`src/rtl/fetch_unit_if.sv`:
```
`default_nettype none
// ============================================================================
//  fetch_unit_if
//  Fetch-stage bundle: register-file PC path, instruction-memory handshake,
//  decode-side IR port.
//  Revision: 1.0
// ============================================================================
interface fetch_unit_if;
    logic [31:0] PC_out;
    logic        Branch;
    logic [31:0] Branch_target;
    logic        Stall;
    logic [31:0] PC_in;
    logic        PCLd;
    logic        Imem_req;
    logic [31:0] Imem_addr;
    logic [31:0] Imem_rdata;
    logic        Imem_ready;
    logic [31:0] IR;
    logic        IR_valid;
    logic [31:0] IR_pc;

    modport master (
        input  PC_out, Branch, Branch_target, Stall, Imem_rdata, Imem_ready,
        output PC_in, PCLd, Imem_req, Imem_addr, IR, IR_valid, IR_pc
    );

    modport slave (
        output PC_out, Branch, Branch_target, Stall, Imem_rdata, Imem_ready,
        input  PC_in, PCLd, Imem_req, Imem_addr, IR, IR_valid, IR_pc
    );
endinterface
`default_nettype wire

```
`src/rtl/fetch_unit.sv`:
```
`default_nettype none
// ============================================================================
//  fetch_unit
//  Instruction fetch: owns R15 advancement, one imem request per fetch,
//  IR + one-entry skid toward decode. FETCH_STATS_EN adds fetch/squash counters.
//  Revision: 1.0
// ============================================================================
module fetch_unit #(
    parameter logic [31:0] RESET_PC = 32'h0000_0000,
    parameter logic [31:0] PC_STEP  = 32'd4
) (
    input  logic          Clk,
    input  logic          Reset_n,
    fetch_unit_if.master  bus
`ifdef FETCH_STATS_EN
    ,
    output logic [31:0]   Fetch_count,
    output logic [31:0]   Squash_count
`endif
);

    typedef enum logic [1:0] {
        S_BOOT  = 2'd0,
        S_ISSUE = 2'd1,
        S_WAIT  = 2'd2
    } state_t;

    state_t      state_q, state_d;
    logic [31:0] fetch_addr_q, fetch_addr_d;
    logic [31:0] target_q, target_d;
    logic        squash_q, squash_d;
    logic [31:0] ir_q, ir_d;
    logic [31:0] ir_pc_q, ir_pc_d;
    logic        ir_valid_q, ir_valid_d;
    logic [31:0] skid_q, skid_d;
    logic [31:0] skid_pc_q, skid_pc_d;
    logic        skid_full_q, skid_full_d;

    logic        w_pc_ld;
    logic [31:0] w_pc_next;
    logic        w_done;
    logic        w_drop;
    logic        w_kill;

    always_ff @(posedge Clk or negedge Reset_n) begin
        if (!Reset_n) begin
            state_q      <= S_BOOT;
            fetch_addr_q <= '0;
            target_q     <= '0;
            squash_q     <= 1'b0;
            ir_q         <= '0;
            ir_pc_q      <= '0;
            ir_valid_q   <= 1'b0;
            skid_q       <= '0;
            skid_pc_q    <= '0;
            skid_full_q  <= 1'b0;
        end else begin
            state_q      <= state_d;
            fetch_addr_q <= fetch_addr_d;
            target_q     <= target_d;
            squash_q     <= squash_d;
            ir_q         <= ir_d;
            ir_pc_q      <= ir_pc_d;
            ir_valid_q   <= ir_valid_d;
            skid_q       <= skid_d;
            skid_pc_q    <= skid_pc_d;
            skid_full_q  <= skid_full_d;
        end
    end

    // Front end: request sequencing and the PC value handed to R15.
    always_comb begin
        state_d      = state_q;
        fetch_addr_d = fetch_addr_q;
        target_d     = target_q;
        squash_d     = squash_q;
        w_pc_ld      = 1'b0;
        w_pc_next    = fetch_addr_q + PC_STEP;
        w_done       = 1'b0;
        w_drop       = 1'b0;
        w_kill       = 1'b0;
        case (state_q)
            S_BOOT: begin
                w_pc_ld   = 1'b1;
                w_pc_next = RESET_PC;
                state_d   = S_ISSUE;
            end
            S_ISSUE: begin
                if (bus.Branch) begin
                    w_pc_ld   = 1'b1;
                    w_pc_next = bus.Branch_target;
                    w_kill    = 1'b1;
                end else if (!skid_full_q) begin
                    fetch_addr_d = bus.PC_out;
                    state_d      = S_WAIT;
                end
            end
            S_WAIT: begin
                if (bus.Imem_ready) begin
                    w_pc_ld  = 1'b1;
                    state_d  = S_ISSUE;
                    squash_d = 1'b0;
                    if (bus.Branch) begin
                        w_pc_next = bus.Branch_target;
                        w_kill    = 1'b1;
                        w_drop    = 1'b1;
                    end else if (squash_q) begin
                        w_pc_next = target_q;
                        w_drop    = 1'b1;
                    end else begin
                        w_done = 1'b1;
                    end
                end else if (bus.Branch) begin
                    // Response still in flight: remember where to go once it lands.
                    squash_d = 1'b1;
                    target_d = bus.Branch_target;
                    w_kill   = 1'b1;
                end
            end
            default: state_d = S_BOOT;
        endcase
    end

    // Decode side: IR is the head, skid holds a word that arrived while stalled.
    always_comb begin
        ir_d        = ir_q;
        ir_pc_d     = ir_pc_q;
        ir_valid_d  = ir_valid_q;
        skid_d      = skid_q;
        skid_pc_d   = skid_pc_q;
        skid_full_d = skid_full_q;
        if (w_kill) begin
            ir_valid_d  = 1'b0;
            skid_full_d = 1'b0;
        end else if (!bus.Stall) begin
            if (skid_full_q) begin
                ir_d        = skid_q;
                ir_pc_d     = skid_pc_q;
                ir_valid_d  = 1'b1;
                skid_full_d = 1'b0;
            end else if (w_done) begin
                ir_d       = bus.Imem_rdata;
                ir_pc_d    = fetch_addr_q;
                ir_valid_d = 1'b1;
            end else begin
                ir_valid_d = 1'b0;
            end
        end else if (w_done) begin
            if (!ir_valid_q) begin
                ir_d       = bus.Imem_rdata;
                ir_pc_d    = fetch_addr_q;
                ir_valid_d = 1'b1;
            end else begin
                skid_d      = bus.Imem_rdata;
                skid_pc_d   = fetch_addr_q;
                skid_full_d = 1'b1;
            end
        end
    end

    // Gated by reset so the BOOT load cannot reach R15 while reset is held.
    assign bus.PCLd      = w_pc_ld & Reset_n;
    assign bus.PC_in     = w_pc_next;
    assign bus.Imem_req  = (state_q == S_WAIT);
    assign bus.Imem_addr = fetch_addr_q;
    assign bus.IR        = ir_q;
    assign bus.IR_pc     = ir_pc_q;
    assign bus.IR_valid  = ir_valid_q;

`ifdef FETCH_STATS_EN
    logic [31:0] fetch_count_q;
    logic [31:0] squash_count_q;

    always_ff @(posedge Clk or negedge Reset_n) begin
        if (!Reset_n) begin
            fetch_count_q  <= '0;
            squash_count_q <= '0;
        end else begin
            if (w_done) fetch_count_q  <= fetch_count_q + 32'd1;
            if (w_drop) squash_count_q <= squash_count_q + 32'd1;
        end
    end

    assign Fetch_count  = fetch_count_q;
    assign Squash_count = squash_count_q;
`else
    logic w_unused;
    assign w_unused = w_drop;
`endif

endmodule
`default_nettype wire

```
`src/flat_wrapper.sv`:
```
// flat-port wrapper written by rule: the top's interface ports become plain ports
module fetch_unit_flat 
#(
    parameter logic [31:0] RESET_PC = 32'h0000_0000,
    parameter logic [31:0] PC_STEP  = 32'd4
)
  (Clk, Reset_n, bus_PC_out, bus_Branch, bus_Branch_target, bus_Stall, bus_Imem_rdata, bus_Imem_ready, bus_PC_in, bus_PCLd, bus_Imem_req, bus_Imem_addr, bus_IR, bus_IR_valid, bus_IR_pc);
  fetch_unit_if bus_i ();
  input  logic Clk;
  input  logic Reset_n;
  input wire logic [$bits(bus_i.PC_out)-1:0] bus_PC_out;
  input wire logic [$bits(bus_i.Branch)-1:0] bus_Branch;
  input wire logic [$bits(bus_i.Branch_target)-1:0] bus_Branch_target;
  input wire logic [$bits(bus_i.Stall)-1:0] bus_Stall;
  input wire logic [$bits(bus_i.Imem_rdata)-1:0] bus_Imem_rdata;
  input wire logic [$bits(bus_i.Imem_ready)-1:0] bus_Imem_ready;
  output wire logic [$bits(bus_i.PC_in)-1:0] bus_PC_in;
  output wire logic [$bits(bus_i.PCLd)-1:0] bus_PCLd;
  output wire logic [$bits(bus_i.Imem_req)-1:0] bus_Imem_req;
  output wire logic [$bits(bus_i.Imem_addr)-1:0] bus_Imem_addr;
  output wire logic [$bits(bus_i.IR)-1:0] bus_IR;
  output wire logic [$bits(bus_i.IR_valid)-1:0] bus_IR_valid;
  output wire logic [$bits(bus_i.IR_pc)-1:0] bus_IR_pc;
  assign bus_i.PC_out = bus_PC_out;
  assign bus_i.Branch = bus_Branch;
  assign bus_i.Branch_target = bus_Branch_target;
  assign bus_i.Stall = bus_Stall;
  assign bus_i.Imem_rdata = bus_Imem_rdata;
  assign bus_i.Imem_ready = bus_Imem_ready;
  assign bus_PC_in = bus_i.PC_in;
  assign bus_PCLd = bus_i.PCLd;
  assign bus_Imem_req = bus_i.Imem_req;
  assign bus_Imem_addr = bus_i.Imem_addr;
  assign bus_IR = bus_i.IR;
  assign bus_IR_valid = bus_i.IR_valid;
  assign bus_IR_pc = bus_i.IR_pc;
  fetch_unit #(.RESET_PC(RESET_PC), .PC_STEP(PC_STEP)) u_core (.Clk(Clk), .Reset_n(Reset_n), .bus(bus_i));
endmodule
```
`config.mk`:
```
export PLATFORM = sky130hd
export DESIGN_NAME = fetch_unit_flat
export DESIGN_NICKNAME = d
export VERILOG_FILES = /design/src/rtl/fetch_unit_if.sv /design/src/rtl/fetch_unit.sv /design/src/flat_wrapper.sv
export SDC_FILE = /design/constraint.sdc
export NUM_CORES = 1
export LEC_CHECK = 0
export ABC_CLOCK_PERIOD_IN_PS = 2400
export CORE_MARGIN = 4
export CORE_UTILIZATION = 46
export CTS_CLUSTER_DIAMETER = 60
export CTS_CLUSTER_SIZE = 8
export DETAILED_ROUTE_END_ITERATION = 6
export GPL_TIMING_DRIVEN = 0
export HOLD_SLACK_MARGIN = 0.03
export PLACE_DENSITY = 0.77
export SYNTH_ARGS = -nofsm -noshare
export SYNTH_HDL_FRONTEND = slang
export SYNTH_SLANG_ARGS = --single-unit
```
`constraint.sdc`:
```
create_clock -name Clk -period 2.4 [get_ports Clk]
set_input_delay 0.6 -clock Clk [delete_from_list [all_inputs] [get_ports Clk]]
set_output_delay 0.6 -clock Clk [all_outputs]
set_load 0.05 [all_outputs]
```
Word-level counts from Yosys, hierarchy flattened
Index checks and enable logic that the tools add are counted.
{"block": "totals", "register_bits": 197, "inputBits": 101, "wordCells": 74}
{"block": "classes", "reduce_logical": 11, "n_bitwise": 5, "mux": 38, "addsub": 1, "eq_ne": 9}
{"cell": "$mux W32", "count": 14}
{"cell": "$pmux W32 S3", "count": 1}
{"cell": "$add A32 B3 Y32 const B", "count": 1}
{"cell": "$mux W1", "count": 18}
{"cell": "$reduce_and A3 Y1", "count": 3}
{"cell": "$ne A2 B2 Y1 const B", "count": 4}
{"cell": "$reduce_and A4 Y1", "count": 2}
{"cell": "$mux W2", "count": 3}
{"cell": "$ne A3 B1 Y1 const B", "count": 2}
{"cell": "$pmux W2 S3", "count": 1}
{"cell": "$not A1 Y1", "count": 4}
{"cell": "$reduce_and A2 Y1", "count": 2}
{"cell": "$reduce_bool A2 Y1", "count": 2}
{"cell": "$pmux W1 S3", "count": 1}
{"cell": "$eq A2 B1 Y1 const B", "count": 1}
{"cell": "$eq A2 B2 Y1 const B", "count": 1}
{"cell": "$logic_not A2 Y1", "count": 1}
{"cell": "$ne A2 B1 Y1 const B", "count": 1}
{"cell": "$reduce_or A2 Y1", "count": 1}
{"cell": "$and A1 B1 Y1", "count": 1}

Logic depth before layout (Yosys ltp)
Gate-level depths: netlist (run 1).
{"block": "depth", "word_depth": 8, "mapped_depth": 10, "ltp_nobuf": 7}

Worst setup path before layout (run 1)
OpenSTA, ideal clock, no wires.
{"block": "synth_timing", "path_kind": "reg-to-output", "start": "register u_core.state_q[0]", "end": "output bus_PC_in[9]", "stages_incl_launch_ff": 9, "t_arrival_ns": 3.547, "required_ns": 1.800, "n_path_buf": 3, "slack_ns": -1.747, "cell_sequence": "dfrtp_1 -> inv_1 -> ha_1 -> buf_2 -> and2_1 -> buf_2 -> nand2b_1 -> buf_2 -> o311ai_0"}
{"block": "synth_via", "elab_chain_cells": 2, "word_cells_on_any_way": 4, "classes_between": "2 x eq/ne; 1 x mux; 1 x reduce/logical"}
{"element": "from (decl)", "line_no": "fetch_unit.sv:28", "rtl": "state_t state_q, state_d;"}
{"element": "from (signal assigned)", "line_no": "fetch_unit.sv:58", "rtl": "state_q <= state_d;"}
{"element": "$eq A2 B2 Y1"}
{"element": "named net bus_Imem_req", "line_no": "flat_wrapper.sv:19", "rtl": "output wire logic [$bits(bus_i.Imem_req)-1:0] bus_Imem_req;"}
{"element": "$pmux W32 S3", "line_no": "fetch_unit.sv:82", "rtl": "case (state_q)"}
{"element": "to (decl)", "line_no": "flat_wrapper.sv:17", "rtl": "output wire logic [$bits(bus_i.PC_in)-1:0] bus_PC_in;"}
The timed path passes the listed nets, and every way through them passes these cells.

Worst setup path in the final report (run 1)
{"block": "layout_timing", "start": "register u_core.state_q[0]", "end": "output bus_PC_in[31]"}
{"block": "layout_via", "elab_chain_cells": 2, "word_cells_on_any_way": 4, "classes_between": "2 x eq/ne; 1 x mux; 1 x reduce/logical"}
{"element": "$eq A2 B2 Y1 (tied with other cells)", "line_no": "fetch_unit.sv:82"}
{"element": "$pmux W32 S3 *", "line_no": "fetch_unit.sv:82"}
Every way passes the cells marked *; elsewhere a longest branch is shown, timed or not.

==> results of run 1 <==
-- area by class of cell --
cell class / count / area (um2) / share of cell area (%)
buffer: 65 / 653.1 / 4.144
clock buffer: 17 / 425.4 / 2.699
clock inverter: 15 / 185.2 / 1.175
inverter: 25 / 106.4 / 0.6748
multi-input combinational: 662 / 5754 / 36.51
sequential: 197 / 4959 / 31.46
tap: 275 / 344.1 / 2.183
timing repair buffer: 328 / 3333 / 21.15
-- flip-flops by register name (all words and copies together) (netlist names) --
name and cells:
u_core.bus.IR_pc 32, u_core.skid_pc_q 32, u_core.skid_full_q 1, u_core.state_q 2
u_core.squash_q 1, u_core.skid_q 32, u_core.bus.IR 32, u_core.target_q 32
u_core.bus.IR_valid 1, u_core.bus.Imem_addr 32
-- power by group through the flow --
| stage | sequential (mW) | clock (mW) | combinational [mW] |
|---|---|---|---|
| 2_1_floorplan | 8.03 | 0 | 5.66 |
| 4_1_cts | 5.62 | 2.96 | 13.7 |
| 3_3_place_gp | 5.60 | 0 | 11.9 |
| 3_5_place_dp | 5.63 | 0 | 12.1 |
| 5_1_grt | 5.81 | 3.10 | 15.2 |
| 6_report | 5.67 | 2.95 | 14.7 |
-- timing repair --
action | CTS | global route
buffers inserted | 61 | 31
endpoints found under the hold margin | 0 | 0
cloned | 5 | 5
pin swaps | 43 | 26
resized for setup | 405 | 106
endpoints found under the setup margin | 65 | 103
-- cells by family after synthesis --
group | synth area share (%)
compound gates | 13.13
fa+ha+maj | 0.6256
flops | 49.30
xor+xnor | 2.453
mux | 19.02
buf+inv | 4.905
simple gates | 10.57
-- Yosys cell counts, types with 6 or more instances --
master,n
a211oi_1,7
a21o_1,6
a21oi_1,40
buf_2,35
buf_4,6
buf_6,8
clkbuf_1,15
clkbuf_2,6
dfrtp_1,197
inv_1,23
mux2_2,112
mux2i_1,64
nand2_1,126
nand2b_1,12
nand3_1,13
nand4_1,9
nor2_1,35
nor2b_1,6
o21ai_0,113
o21ai_1,8
o22ai_1,7
o311ai_0,7
o32ai_1,6
xnor2_1,14
xor2_1,14
-- through the flow --
| stage | instance area (um2) | setup TNS (ns) |
|---|---|---|
| 2_1_floorplan | 10640 | -2.708 |
| 3_3_place_gp | 13290 | -1620.69 |
| 3_5_place_dp | 13320 | -78.84 |
| 4_1_cts | 15090 | -14.75 |
| 5_1_grt | 15760 | -18.84 |
| 6_report | 15760 | -17.12 |
-- path summary, 6_finish.rpt --
kind	start	end	slack (ns)	depth (start not counted)
min in group Clk	u_core.bus.IR[12]	u_core.bus.IR[12]	0.48	2
max in group asynchronous	Reset_n	u_core.state_q[1]	1.42	2
max	u_core.state_q[0]	bus_PC_in[31]	-0.60	9
min reg2reg	u_core.bus.IR[12]	u_core.bus.IR[12]	0.48	2
max reg2reg	u_core.state_q[0]	u_core.skid_q[27]	0.06	9
min	Reset_n	u_core.target_q[31]	0.13	1
-- worst max-delay path: cells and delay by family, from the launching register on --
kind / cells / cell delay (ns)
fa+ha+maj: 1 / 0.15
simple gates: 2 / 0.33
compound gates: 3 / 0.59
buf+inv: 3 / 0.43
flops: 1 / 0.44
-- per-layer routing --
| metal | GRT usage (%) | up-vias |
|---|---|---|
| met5 | 0 | - |
| met4 | 11.17 | 2 |
| met3 | 6.565 | 110 |
| met2 | 44.14 | 478 |
| met1 | 36.45 | 4629 |
| li1 | - | 4059 |
==> qor.csv, run 1 <==
stage,metric,value,unit
sta,rsz0062_at_grt,yes,
min_path,min_path_type,in2async,
clock_tree,clockBufferDepth,2,
synth,yosys.cell_types.count,58,
pwr,peakVddDrop,0.001021,V
detailed_routing,wl,35680,um
clock_tree,cts_buffers,17,
detailed_routing,dr.max_layer_used,met5,
detailed_routing,drc,0,
detailed_routing,route.met2.wl,17060,um
pwr,p_seq_share,24.3,%
detailed_routing,ant_nets,0,
cells_and_area,syn_to_final_growth,57.61,%
cells_and_area,layout_commonest_cell,clkdlybuf4s50_1,
pwr,clkPwrFrac,12.7,%
floorplan,io_pins,232,
cells_and_area,final_cell_mix,"clkdlybuf4s50_1 (175), dfrtp_1 (174), mux2_2 (112), nand2_1 (111), o21ai_0 (87)",
sta,fin_crit_sh,124.9,%
detailed_routing,drt_iter0_drc,773,
sta,fin_crit,2.997,ns
detailed_routing,wirelength_met1,14080,um
clock_tree,cts_hold_buf,0,
clock_tree,cts_tree,done,
worst_setup_path,crit_required,1.80,ns
worst_setup_path,crit_chain,inv_2 > ha_4 > buf_8 > and2_4 > o21ai_0 > a211oi_1 > nor2_2 > o32ai_4 > buf_6,
clock_tree,root_buffer,clkbuf_16,
cells_and_area,drive_gt1_share,39.88,%
detailed_routing,met3WireLength,3056,um
pwr,p_leak,6.866,nW
sta,drv_slew,0,
floorplan,die_area,24160,um2
synth,syn-num-nets,1058,
sta,fmax,333.6,MHz
synth,yosysSeqAreaShare,49.30,%
cells_and_area,layout.cells.non_filler,1584,
global_routing,grt_pass1_wl,52180,um
synth,synth_top_area_share,49.30,%
detailed_routing,drtPass1Iterations,7,
floorplan,fp.dieH,155.4,um
cells_and_area,final_util,74.27,%
worst_setup_path,startpoint_type,flip-flop,
place,pre_cts_ws,-1.837,ns
clock_tree,clk_latency,0.44,ns
sta,hold_slack,0.1260,ns
synth,postSynth.asyncResetShare,100.0,%
synth,synth_ff_type,dfrtp_1,
pwr,p_int,11.86,mW
sta,worst_pin_slew,0.6918,ns
worst_setup_path,crit_path_top_delay_cell,dfrtp_2,
clock_tree,path_clk_slew,0.08,ns
worst_setup_path,worstSetupEndpointType,primary output,
global_routing,grtUsageTotal,27.65,%
pwr,swShare,49.07,%
synth,netlist_instances,952,
sta,worst_slack,-0.5972,ns
cells_and_area,diodes,0,
synth,syn_avg_cell_area,10.50,um2
pwr,combPwrFrac,63.0,%
worst_setup_path,critPathMaxFanout,7,
synth,synth_seq_cells,197,
detailed_routing,drt-vias-per-instance,5.857,
sta,fin_skew,0.01114,ns
worst_setup_path,crit_type,reg2out,
cells_and_area,nets,1402,
global_routing,first_global_vias,9184,
pwr,p_switching,11.43,mW
outcome,violations,setup timing,
pwr,power.density,1477,nW/um2
worst_setup_path,max_stage_delay,0.44,ns
flow_run,drv_cap,0,
sta,max-slew-margin-rel,53.88,%
global_routing,antenna_found_initial,1,
clock_tree,h-tree-depth,4,
synth,yosys_warnings,0,
place,placed_cells,1458,
floorplan,initial_core_util,47.12,%
synth,yosys.area.top_type,dfrtp_1,
detailed_routing,vias,9278,
place,gp_congestion,0.9423,
floorplan,core,21220,um2
global_routing,grt_max_degree,102,
synth,synth-edff-count,0,
place,port_buffers,230,
global_routing,overflow,0,
place,hpwl,22680,um
floorplan,rows,53,
outcome,outcome,finished with violations,
synth,synth.area.top_cells,"dfrtp_1 (49%), mux2_2 (13%), mux2i_1 (6.4%)",
sta,finalSetupViolCount,33,
cells_and_area,fillers,1391,
pwr,finalPower,23.28,mW
detailed_routing,wire_per_inst,22.52,um
worst_setup_path,crit_arrival,2.40,ns
synth,syn_area,10000,um2
floorplan,die_w,155.4,um
sta,final_hold_viol_count,0,
clock_tree,cts_sinks,197,
Power figures use the tool's default switching activity.
==> run 2, diff against run 1 <==
- ABC_CLOCK_PERIOD_IN_PS: 2400 -> 2650
- SLEW_MARGIN: not set -> 10
- clock period: 2.4 -> 2.65 ns (I/O delays scaled with it)
==> qor.csv, run 2 (synthesis results as in run 1) <==
stage,metric,value,unit,change
outcome,outcome,finished with violations,,
outcome,violations,setup timing,,
pwr,combPwrFrac,62.2,%,-0.8 points
cells_and_area,nets,1380,,-1.6%
clock_tree,path_clk_slew,0.09,ns,about the same
sta,fmax,321.8,MHz,
detailed_routing,drc,0,,unchanged
worst_setup_path,startpoint_type,flip-flop,,
sta,fin_crit,3.108,ns,
worst_setup_path,crit_arrival,2.45,ns,+0.05 ns
pwr,p_int,10.51,mW,-11%
pwr,swShare,49.63,%,+0.56 points
sta,hold_slack,0.09981,ns,-0.02614 ns
place,port_buffers,230,,unchanged
global_routing,overflow,0,,unchanged
worst_setup_path,crit_type,reg2out,,
clock_tree,cts_tree,done,,
global_routing,grtUsageTotal,26.50,%,-1.1 points
global_routing,first_global_vias,8948,,-2.6%
detailed_routing,drtPass1Iterations,7,,unchanged
pwr,p_leak,6.599,nW,-3.9%
detailed_routing,drt-vias-per-instance,5.893,,+0.61%
floorplan,die_w,155.4,um,unchanged
flow_run,drv_cap,0,,unchanged
cells_and_area,diodes,0,,unchanged
sta,drv_slew,0,,unchanged
worst_setup_path,crit_required,1.99,ns,+0.19 ns
pwr,p_seq_share,24.7,%,+0.4 points
worst_setup_path,worstSetupEndpointType,primary output,,
global_routing,grt_max_degree,77,,-25%
floorplan,core,21220,um2,unchanged
worst_setup_path,crit_path_top_delay_cell,dfrtp_2,,
sta,finalSetupViolCount,33,,unchanged
clock_tree,cts_sinks,197,,unchanged
floorplan,io_pins,232,,unchanged
sta,final_hold_viol_count,0,,unchanged
worst_setup_path,critPathMaxFanout,7,,unchanged
place,gp_congestion,0.9541,,+1.3%
detailed_routing,wire_per_inst,22.25,um,-1.2%
clock_tree,cts_hold_buf,0,,unchanged
clock_tree,clockBufferDepth,2,,unchanged
cells_and_area,drive_gt1_share,36.99,%,-2.9 points
detailed_routing,drt_iter0_drc,898,,+16%
sta,fin_skew,0.01750,ns,+0.006358 ns
worst_setup_path,crit_chain,ha_4 > buf_8 > a21o_4 > nand2_4 > nor2_4 > buf_12 > a2111oi_4 > o22ai_4 > buf_6,,
cells_and_area,layout_commonest_cell,clkdlybuf4s50_1,,
cells_and_area,final_util,72.49,%,-1.8 points
clock_tree,cts_buffers,17,,unchanged
global_routing,grt_pass1_wl,50030,um,-4.1%
pwr,clkPwrFrac,13.1,%,+0.4 points
pwr,p_switching,10.36,mW,-9.3%
floorplan,die_area,24160,um2,unchanged
worst_setup_path,max_stage_delay,0.47,ns,+0.03 ns
detailed_routing,wl,34760,um,-2.6%
clock_tree,h-tree-depth,4,,unchanged
global_routing,antenna_found_initial,0,,-1
min_path,min_path_type,in2async,,
pwr,peakVddDrop,0.001103,V,+8.0%
sta,fin_crit_sh,117.3,%,
sta,rsz0062_at_grt,yes,,
detailed_routing,vias,9205,,-0.79%
floorplan,fp.dieH,155.4,um,unchanged
clock_tree,clk_latency,0.44,ns,about the same
sta,worst_slack,-0.4576,ns,+0.1396 ns
floorplan,rows,53,,unchanged
cells_and_area,final_cell_mix,"clkdlybuf4s50_1 (193), dfrtp_1 (175), nand2_1 (113), mux2_2 (112), o21ai_0 (91)",,
sta,max-slew-margin-rel,52.24,%,-1.6 points
cells_and_area,syn_to_final_growth,53.83,%,
clock_tree,root_buffer,clkbuf_16,,
sta,worst_pin_slew,0.7140,ns,+0.02218 ns
place,hpwl,22570,um,-0.49%
pwr,power.density,1357,nW/um2,-8.2%
floorplan,initial_core_util,47.12,%,unchanged
detailed_routing,ant_nets,0,,unchanged
==> run 2: cell count changes in the layout (fill, tap and decap cells not counted), moves of 5 or more <==
cell             delta
buf_4              -20
nor2_2              -5
buf_2               +5
dlymetal6s2s_1      -6
o21ai_2             -7
clkdlybuf4s50_1    +18
dlygate4sd2_1      -11
==> run 2: critical path: cells and delay by family, from the launching register on <==
kind            cells  cell delay, ns
fa+ha+maj           1            0.20
buf+inv             3            0.43
compound gates      3            0.78
simple gates        2            0.14
flops               1            0.47
==> run 2: power by group through the flow <==
stage | combinational, mW | sequential (mW) | clock (mW)
2_1_floorplan | 4.81 | 7.26 | 0
3_3_place_gp | 10.5 | 5.06 | 0
3_5_place_dp | 10.6 | 5.10 | 0
4_1_cts | 11.9 | 5.06 | 2.76
5_1_grt | 13.5 | 5.29 | 2.88
6_report | 13.0 | 5.15 | 2.73
==> run 2: layer usage <==
metal / wire, um / vias to the layer above / GRT usage [%]
li1: - / 4009 / -
met1: 13600 / 4565 / 34.76
met2: 16810 / 519 / 43.38
met3: 3043 / 112 / 6.120
met4: 1301 / 0 / 9.212
met5: 0 / - / 0
==> run 2: through the flow <==
step	TNS (ns)	area [um2]	worst slack (ns)	instances	power, mW
final	-11.20	15380	-0.4576	1562	20.87
after global routing	-12.93	15380	-0.5315	1562	21.66
after global placement	-1550.85	13050	-8.334	1457	15.53
after detailed placement	-45.94	13110	-1.637	1459	15.70
after floorplan	-0.1612	10400	-0.06216	952	12.07
after CTS	-9.558	14690	-0.4109	1532	19.69
==> run 2: cell type report <==
cell class / instances / area, um2
fillers: 1461 / 5838
clock buffers: 17 / 425.4
plain buffers: 63 / 556.8
well taps: 275 / 344.1
inverters: 25 / 98.84
repair buffers: 310 / 3171
clock inverters: 15 / 210.2
flip-flops and latches: 197 / 4957
multi-input cells: 660 / 5619
==> run 2: worst paths after layout <==
path	start	endpoint	slack, ns	cells after the start
max	u_core.state_q[1]	bus_PC_in[11]	-0.46	9
min	Reset_n	u_core.target_q[27]	0.1	1
max reg2reg	u_core.state_q[1]	u_core.bus.Imem_addr[25]	0.25	6
min reg2reg	u_core.bus.IR_pc[7]	u_core.bus.IR_pc[7]	0.48	2
max in group asynchronous	Reset_n	u_core.bus.Imem_addr[11]	1.80	2
min in group Clk	u_core.bus.IR_pc[7]	u_core.bus.IR_pc[7]	0.48	2
==> run 2: repair_timing <==
action	in CTS	in global routing
setup endpoints to repair	33	34
setup buffers	43	29
cloned	3	3
pin swaps	34	42
resized for setup	371	108
